[src/rtl/xkeypad_scan.sv]
// rtl/xkeypad_scan.sv - 4x4 active-low keypad scanner with sweep debounce and valid/ack key report
module xkeypad_scan #(
  parameter int SCAN_DIV = 1000,
  parameter int DEB_CNT  = 4,
  parameter int CNT_W    = 20
) (
  input  logic       clk_i,
  input  logic       rst_i,
  input  logic       en_i,
  input  logic [3:0] row_i,
  output logic [3:0] col_o,
  output logic [3:0] key_o,
  output logic       valid_o,
  input  logic       ack_i,
  output logic       overrun_o
);

  localparam int               ST_W     = (DEB_CNT < 1) ? 1 : $clog2(DEB_CNT + 1);
  localparam logic [CNT_W-1:0] LAST_CNT = CNT_W'(SCAN_DIV - 1);
  localparam logic [ST_W-1:0]  DEB_MAX  = ST_W'(DEB_CNT);
  // Bit 4 set marks "no key" so a result can be compared as one value.
  localparam logic [4:0]       RES_NONE = 5'h10;

  typedef enum logic {
    IDLE = 1'b0,
    SCAN = 1'b1
  } state_e;

  state_e           state_q, state_d;
  logic [CNT_W-1:0] cnt_q, cnt_d;
  logic [1:0]       idx_q, idx_d;
  logic [3:0]       samp0_q, samp0_d;
  logic [3:0]       samp1_q, samp1_d;
  logic [3:0]       samp2_q, samp2_d;
  logic [ST_W-1:0]  stable_q, stable_d;
  logic [4:0]       prev_q, prev_d;
  logic             armed_q, armed_d;
  logic             acc_q, acc_d;
  logic [3:0]       acc_key_q, acc_key_d;
  logic [3:0]       key_q, key_d;
  logic             valid_q, valid_d;
  logic             overrun_q, overrun_d;

  logic [15:0]      sweep_rows;
  logic [4:0]       sweep_res;

  // Lowest pressed code over the sweep; column 3 is taken live on its sample cycle.
  always_comb begin
    sweep_rows = {row_i, samp2_q, samp1_q, samp0_q};
    sweep_res  = RES_NONE;
    for (int k = 15; k >= 0; k--) begin
      if (!sweep_rows[k]) begin
        sweep_res = {1'b0, 4'(k)};
      end
    end
  end

  // Next-state logic: scan sequencing, sweep debounce and report/handshake.
  always_comb begin
    state_d   = state_q;
    cnt_d     = cnt_q;
    idx_d     = idx_q;
    samp0_d   = samp0_q;
    samp1_d   = samp1_q;
    samp2_d   = samp2_q;
    stable_d  = stable_q;
    prev_d    = prev_q;
    armed_d   = armed_q;
    acc_d     = 1'b0;
    acc_key_d = acc_key_q;
    key_d     = key_q;
    valid_d   = valid_q;
    overrun_d = overrun_q;
    col_o     = 4'hF;

    // An acceptance from the previous sweep-end is delivered here; ack in the
    // same cycle frees the register so the new code replaces the old one.
    if (acc_q) begin
      if (!valid_q || ack_i) begin
        key_d   = acc_key_q;
        valid_d = 1'b1;
      end else begin
        overrun_d = 1'b1;
      end
    end else if (valid_q && ack_i) begin
      valid_d = 1'b0;
    end

    if (state_q == IDLE) begin
      cnt_d    = '0;
      idx_d    = '0;
      stable_d = '0;
      prev_d   = RES_NONE;
      armed_d  = 1'b1;
      if (en_i) begin
        state_d = SCAN;
      end
    end else begin
      col_o = ~(4'b0001 << idx_q);
      if (!en_i) begin
        state_d  = IDLE;
        cnt_d    = '0;
        idx_d    = '0;
        stable_d = '0;
        prev_d   = RES_NONE;
        armed_d  = 1'b1;
      end else if (cnt_q == LAST_CNT) begin
        cnt_d = '0;
        idx_d = idx_q + 2'd1;
        case (idx_q)
          2'd0:    samp0_d = row_i;
          2'd1:    samp1_d = row_i;
          2'd2:    samp2_d = row_i;
          default: samp2_d = samp2_q;
        endcase
        if (idx_q == 2'd3) begin
          if (sweep_res == prev_q) begin
            if (stable_q != DEB_MAX) begin
              stable_d = stable_q + ST_W'(1);
            end
          end else begin
            stable_d = ST_W'(1);
            prev_d   = sweep_res;
          end
          if (stable_d == DEB_MAX) begin
            if (sweep_res[4]) begin
              armed_d = 1'b1;
            end else if (armed_q) begin
              armed_d   = 1'b0;
              acc_d     = 1'b1;
              acc_key_d = sweep_res[3:0];
            end
          end
        end
      end else begin
        cnt_d = cnt_q + CNT_W'(1);
      end
    end
  end

  // State register with synchronous reset taking priority over everything.
  always_ff @(posedge clk_i) begin
    if (rst_i) begin
      state_q   <= IDLE;
      cnt_q     <= '0;
      idx_q     <= '0;
      samp0_q   <= 4'hF;
      samp1_q   <= 4'hF;
      samp2_q   <= 4'hF;
      stable_q  <= '0;
      prev_q    <= RES_NONE;
      armed_q   <= 1'b1;
      acc_q     <= 1'b0;
      acc_key_q <= '0;
      key_q     <= '0;
      valid_q   <= 1'b0;
      overrun_q <= 1'b0;
    end else begin
      state_q   <= state_d;
      cnt_q     <= cnt_d;
      idx_q     <= idx_d;
      samp0_q   <= samp0_d;
      samp1_q   <= samp1_d;
      samp2_q   <= samp2_d;
      stable_q  <= stable_d;
      prev_q    <= prev_d;
      armed_q   <= armed_d;
      acc_q     <= acc_d;
      acc_key_q <= acc_key_d;
      key_q     <= key_d;
      valid_q   <= valid_d;
      overrun_q <= overrun_d;
    end
  end

  assign key_o     = key_q;
  assign valid_o   = valid_q;
  assign overrun_o = overrun_q;

endmodule

[config.mk]
export PLATFORM = sky130hd
export DESIGN_NAME = xkeypad_scan
export DESIGN_NICKNAME = d
export VERILOG_FILES = /design/src/rtl/xkeypad_scan.sv
export SDC_FILE = /design/constraint.sdc
export NUM_CORES = 1
export LEC_CHECK = 0
export CAP_MARGIN = 10
export CELL_PAD_IN_SITES_DETAIL_PLACEMENT = 2
export CELL_PAD_IN_SITES_GLOBAL_PLACEMENT = 2
export CORE_MARGIN = 2
export CORE_UTILIZATION = 30
export CTS_CLUSTER_SIZE = 8
export DETAILED_ROUTE_END_ITERATION = 8
export PLACE_DENSITY = 0.65
export SETUP_SLACK_MARGIN = 0.05
export SLEW_MARGIN = 20
export SYNTH_ARGS = -nofsm -noshare
export SYNTH_HDL_FRONTEND = slang
export SYNTH_SLANG_ARGS = --single-unit
[constraint.sdc]
create_clock -name clk_i -period 2.9 [get_ports clk_i]
set_clock_uncertainty 0.15 [all_clocks]
set_input_delay 0.58 -clock clk_i [delete_from_list [all_inputs] [get_ports clk_i]]
set_output_delay 0.58 -clock clk_i [all_outputs]
set_load 0.005 [all_outputs]
==> metrics.txt <==
# TYPE chip_impl_metric gauge
chip_impl_info{name="status",value="finished, final reports clean"} 1
chip_impl_metric{name="placeableCoreArea",unit="sq um"} 8636
chip_impl_metric{name="num_io_pins",unit=""} 18
chip_impl_metric{name="via_per_inst",unit=""} 5.186
chip_impl_info{name="cts_tree",value="done"} 1
chip_impl_metric{name="place_hpwl",unit="mm"} 5.743
chip_impl_metric{name="yosysTopAreaCellShare",unit=""} 0.4145
chip_impl_metric{name="peakVddDrop",unit="mV"} 0.2409
chip_impl_metric{name="max_slew.worst_pin.slew",unit="ns"} 0.5378
chip_impl_metric{name="grt_overflow_total",unit=""} 0
chip_impl_metric{name="clock_sinks",unit=""} 55
chip_impl_metric{name="design.final.nets",unit=""} 373
chip_impl_info{name="crit-reg2reg-capture",value="acc_key_q[1]"} 1
chip_impl_metric{name="regArea",unit="sq um"} 1102
chip_impl_metric{name="layout-area-overhead-vs-synth",unit="%"} 22.99
chip_impl_metric{name="max_clock_freq",unit="MHz"} 367.6
chip_impl_metric{name="synth.lib_cells_used.distinct",unit=""} 52
chip_impl_metric{name="synth_area",unit="sq um"} 2656
chip_impl_metric{name="max_cap_violations",unit=""} 0
chip_impl_metric{name="worst_ep_required_time",unit="ns"} 2.96
chip_impl_metric{name="setup_tns",unit="ns"} 0
chip_impl_info{name="worstSetupStartpoint",value="cnt_q[17]"} 1
chip_impl_metric{name="antenna_found_initial",unit=""} 0
chip_impl_metric{name="arrival_time_reported_for_the_critical_path_endpoint",unit="ns"} 2.78
chip_impl_metric{name="path_clk_slew",unit="ns"} 0.12
chip_impl_metric{name="critical_path.max_fanout",unit=""} 5
chip_impl_info{name="hold_class",value="flop to flop"} 1
chip_impl_metric{name="start_util",unit=""} 0.3076
chip_impl_metric{name="die_w",unit="microns"} 98.10
chip_impl_metric{name="number_of_flip_flops_and_latches_in_the_synthesized_netlist",unit=""} 55
chip_impl_metric{name="placement.io_buffers",unit=""} 17
chip_impl_metric{name="final_core_utilization",unit=""} 0.3783
chip_impl_metric{name="syn-instance-count",unit=""} 317
chip_impl_metric{name="clk-insertion-delay-late",unit="ns"} 0.32
chip_impl_metric{name="power-per-cell-area",unit="nW/um^2"} 399.6
chip_impl_metric{name="pin_count_of_the_biggest_net_entering_global_routing",unit=""} 21
chip_impl_metric{name="gp_congestion",unit=""} 0.7911
chip_impl_info{name="worstSetupEndpointType",value="flop"} 1
chip_impl_metric{name="ctsLongestPathBuffers",unit=""} 2
chip_impl_metric{name="timing.hold.ws",unit="ns"} 0.3319
chip_impl_metric{name="die_area",unit="sq um"} 9623
chip_impl_info{name="unrepaired_setup_endpoints_after_global_routing",value="no"} 1
chip_impl_metric{name="cts_max_level",unit=""} 2
chip_impl_metric{name="setup_violations",unit=""} 0
chip_impl_metric{name="power_frac_seq",unit=""} 0.580
chip_impl_metric{name="num_rows",unit=""} 34
chip_impl_metric{name="max_transition_viols_final",unit=""} 0
chip_impl_metric{name="register_area_share_after_synthesis",unit=""} 0.4145
chip_impl_metric{name="rrSetupSlack",unit="ns"} 0.18
chip_impl_metric{name="avgSynthCellArea",unit="sq um"} 8.379
chip_impl_info{name="r2r_start",value="cnt_q[17]"} 1
chip_impl_info{name="kind_of_critical_path",value="flop to flop"} 1
chip_impl_metric{name="total_leakage_power",unit="nW"} 1.262
chip_impl_metric{name="post_synth_edffs",unit=""} 0
chip_impl_info{name="synth_flop_cell",value="sky130_fd_sc_hd__dfxtp_1"} 1
chip_impl_info{name="timing.critical_path.from_type",value="flop"} 1
chip_impl_metric{name="wire_length_of_the_first_global_routing_pass",unit="mm"} 12.54
chip_impl_metric{name="firstDrtPassIters",unit=""} 4
chip_impl_metric{name="hold_viol_final",unit=""} 0
chip_impl_metric{name="fin_crit",unit="ns"} 2.720
chip_impl_metric{name="via_count_of_the_first_global_routing_pass",unit=""} 2561
chip_impl_metric{name="layout-drive-gt1-share",unit=""} 0.1476
chip_impl_metric{name="cts_inserted_buffers",unit=""} 5
chip_impl_metric{name="fillerInstances",unit=""} 985
chip_impl_metric{name="synth-warning-count",unit=""} 0
chip_impl_info{name="synthDominantAreaCellType",value="sky130_fd_sc_hd__dfxtp_1"} 1
chip_impl_info{name="cts_root_buf",value="sky130_fd_sc_hd__clkbuf_8"} 1
chip_impl_metric{name="internal_power",unit="W"} 0.0009867
chip_impl_metric{name="detailedRoute.firstIterationViolations",unit=""} 65
chip_impl_metric{name="grt.total_usage",unit=""} 0.1585
chip_impl_metric{name="insertedDiodeCount",unit=""} 0
chip_impl_metric{name="drc",unit=""} 0
chip_impl_metric{name="final.setup.worst_slack",unit="ns"} 0.1796
chip_impl_metric{name="pwr-share-clk",unit=""} 0.371
chip_impl_metric{name="die_height",unit="microns"} 98.10
chip_impl_metric{name="synth_fp_nets",unit=""} 332
chip_impl_metric{name="share_comb_of_total_power",unit=""} 0.049
chip_impl_metric{name="routed_wl",unit="mm"} 7.406
chip_impl_metric{name="async_set_or_reset_register_ratio_after_synthesis",unit=""} 0
chip_impl_metric{name="swShare",unit=""} 0.2442
chip_impl_metric{name="ant_nets",unit=""} 0
chip_impl_metric{name="ff2ff_path_depth",unit=""} 7
chip_impl_metric{name="drt-wirelength-per-cell",unit="microns"} 15.86
chip_impl_info{name="synth_top_cells_by_area",value="sky130_fd_sc_hd__dfxtp_1, sky130_fd_sc_hd__nor2_1, sky130_fd_sc_hd__nand2_1"} 1
chip_impl_metric{name="worst_slew_margin_rel",unit=""} 0.6358
chip_impl_metric{name="route.vias.total",unit=""} 2422
chip_impl_metric{name="final_min_period_over_clock_period",unit=""} 0.9381
chip_impl_metric{name="dp_worst_setup_slack",unit="ns"} -0.3600
chip_impl_metric{name="multiInputGateArea",unit="sq um"} 1498
chip_impl_info{name="critical_path.endpoint",value="acc_key_q[1]"} 1
chip_impl_metric{name="net-switching-power",unit="W"} 0.0003188
[per-stage QoR]
step | cells | instance area [sq um] | total power (W)
3_5_place_dp | 457 | 3089 | 0.0008354
6_report | 467 | 3267 | 0.001306
5_1_grt | 467 | 3267 | 0.001359
2_1_floorplan | 317 | 2656 | 0.0007969
4_1_cts | 465 | 3189 | 0.001320
3_3_place_gp | 457 | 3089 | 0.0008342
[routing by layer]
metal	share of wire	vias to the layer above	GRT usage
met1	0.48	1198	0.2115
li1	-	1200	-
met5	0	-	0
met4	0.013	0	0.04167
met3	0.015	10	0.02649
met2	0.49	14	0.2661
[worst min path at each step]
stage / startpoint / to / cells after the start
floorplan: cnt_q[0] / cnt_q[0] / 1
global placement: cnt_q[0] / cnt_q[0] / 1
detailed placement: cnt_q[0] / cnt_q[0] / 1
CTS: cnt_q[0] / cnt_q[0] / 1
global route: cnt_q[0] / cnt_q[0] / 1
finish: cnt_q[0] / cnt_q[0] / 1
[cell usage in the layout (no fill, tap or decap), types with 3 or more instances in the layout]
cell type / n
sky130_fd_sc_hd__ha_1: 6
sky130_fd_sc_hd__a21oi_1: 9
sky130_fd_sc_hd__nand4_1: 8
sky130_fd_sc_hd__inv_1: 15
sky130_fd_sc_hd__buf_6: 3
sky130_fd_sc_hd__o311a_1: 3
sky130_fd_sc_hd__dlymetal6s2s_1: 4
sky130_fd_sc_hd__nor2b_1: 4
sky130_fd_sc_hd__o21ai_1: 3
sky130_fd_sc_hd__nand3_1: 15
sky130_fd_sc_hd__clkdlybuf4s50_1: 13
sky130_fd_sc_hd__and3_1: 5
sky130_fd_sc_hd__buf_4: 21
sky130_fd_sc_hd__xnor2_1: 6
sky130_fd_sc_hd__xor2_1: 13
sky130_fd_sc_hd__a31o_1: 3
sky130_fd_sc_hd__clkbuf_8: 6
sky130_fd_sc_hd__o21ai_0: 12
sky130_fd_sc_hd__nor3_1: 6
sky130_fd_sc_hd__and4_1: 4
sky130_fd_sc_hd__mux2i_1: 6
sky130_fd_sc_hd__nor2_1: 45
sky130_fd_sc_hd__nand2_1: 41
sky130_fd_sc_hd__dfxtp_1: 54
sky130_fd_sc_hd__o211ai_1: 8
[flip-flops by register name, indices dropped and copies added, names as in the netlist, 2 cells and up]
name,count
cnt_q,20
prev_q,5
acc_key_q,4
key_o,4
samp0_q,4
samp1_q,4
samp2_q,4
stable_q,3
idx_q,2
[worst max-delay path, cell delays in order, from the launching register on]
cell,delay [ns]
sky130_fd_sc_hd__dfxtp_2,0.36
sky130_fd_sc_hd__or4b_4,0.55
sky130_fd_sc_hd__and3b_1,0.24
sky130_fd_sc_hd__and3_1,0.20
sky130_fd_sc_hd__nand2_1,0.07
sky130_fd_sc_hd__or4_4,0.48
sky130_fd_sc_hd__nor3_4,0.22
sky130_fd_sc_hd__mux2_2,0.34
[power groups by stage]
| stage | logic (W) | clock network (W) | registers (W) |
|---|---|---|---|
| after detailed placement | 0.0000604 | 0 | 0.000775 |
| after floorplan | 0.0000224 | 0 | 0.000775 |
| after CTS | 0.0000606 | 0.000502 | 0.000758 |
| after global placement | 0.0000592 | 0 | 0.000775 |
| after global routing | 0.0000702 | 0.000531 | 0.000758 |
| final | 0.0000637 | 0.000484 | 0.000758 |
[logic make-up (layout without fill, tap and decap cells)]
logic type	count (synthesis)	in the layout	synth area share
and+or+nand+nor	157	157	0.3043
DFF	55	55	0.4145
AOI/OAI and AO/OA	49	49	0.1220
buffers and inverters	23	65	0.03674
xor gates and xnor gates	19	19	0.06265
adders and majority gates	7	7	0.03297
muxes	7	7	0.02685
[Yosys cell counts, drive strengths merged, types with 2 or more instances]
library cell	instances
buf	2
xnor2	6
or4	2
o311a	3
a31o	3
nor3	7
mux2i	6
inv	15
nor4	2
nand3b	2
dfxtp	55
nand2	41
nand4	8
xor2	13
and2	3
clkbuf	5
nor2	45
o21ai	15
nor4b	4
and3	8
nor2b	4
ha	7
or3	3
a31oi	2
and4	5
a21oi	10
o211ai	8
nand3	16
[cell type report]
cell class / count / area share
clock buffer: 6 / 0.02528
multi-input combinational: 239 / 0.4584
inverter: 16 / 0.01838
timing repair buffer: 41 / 0.1137
clock inverter: 2 / 0.005362
sequential: 55 / 0.3374
tap: 108 / 0.04136
[timing repair]
item                       CTS  global route
hold buffers                 0             0
pin swaps                    1             5
setup endpoints to repair    6             6
buffers inserted             0             2
resized for setup            1            21
Power figures use the tool's default switching activity.
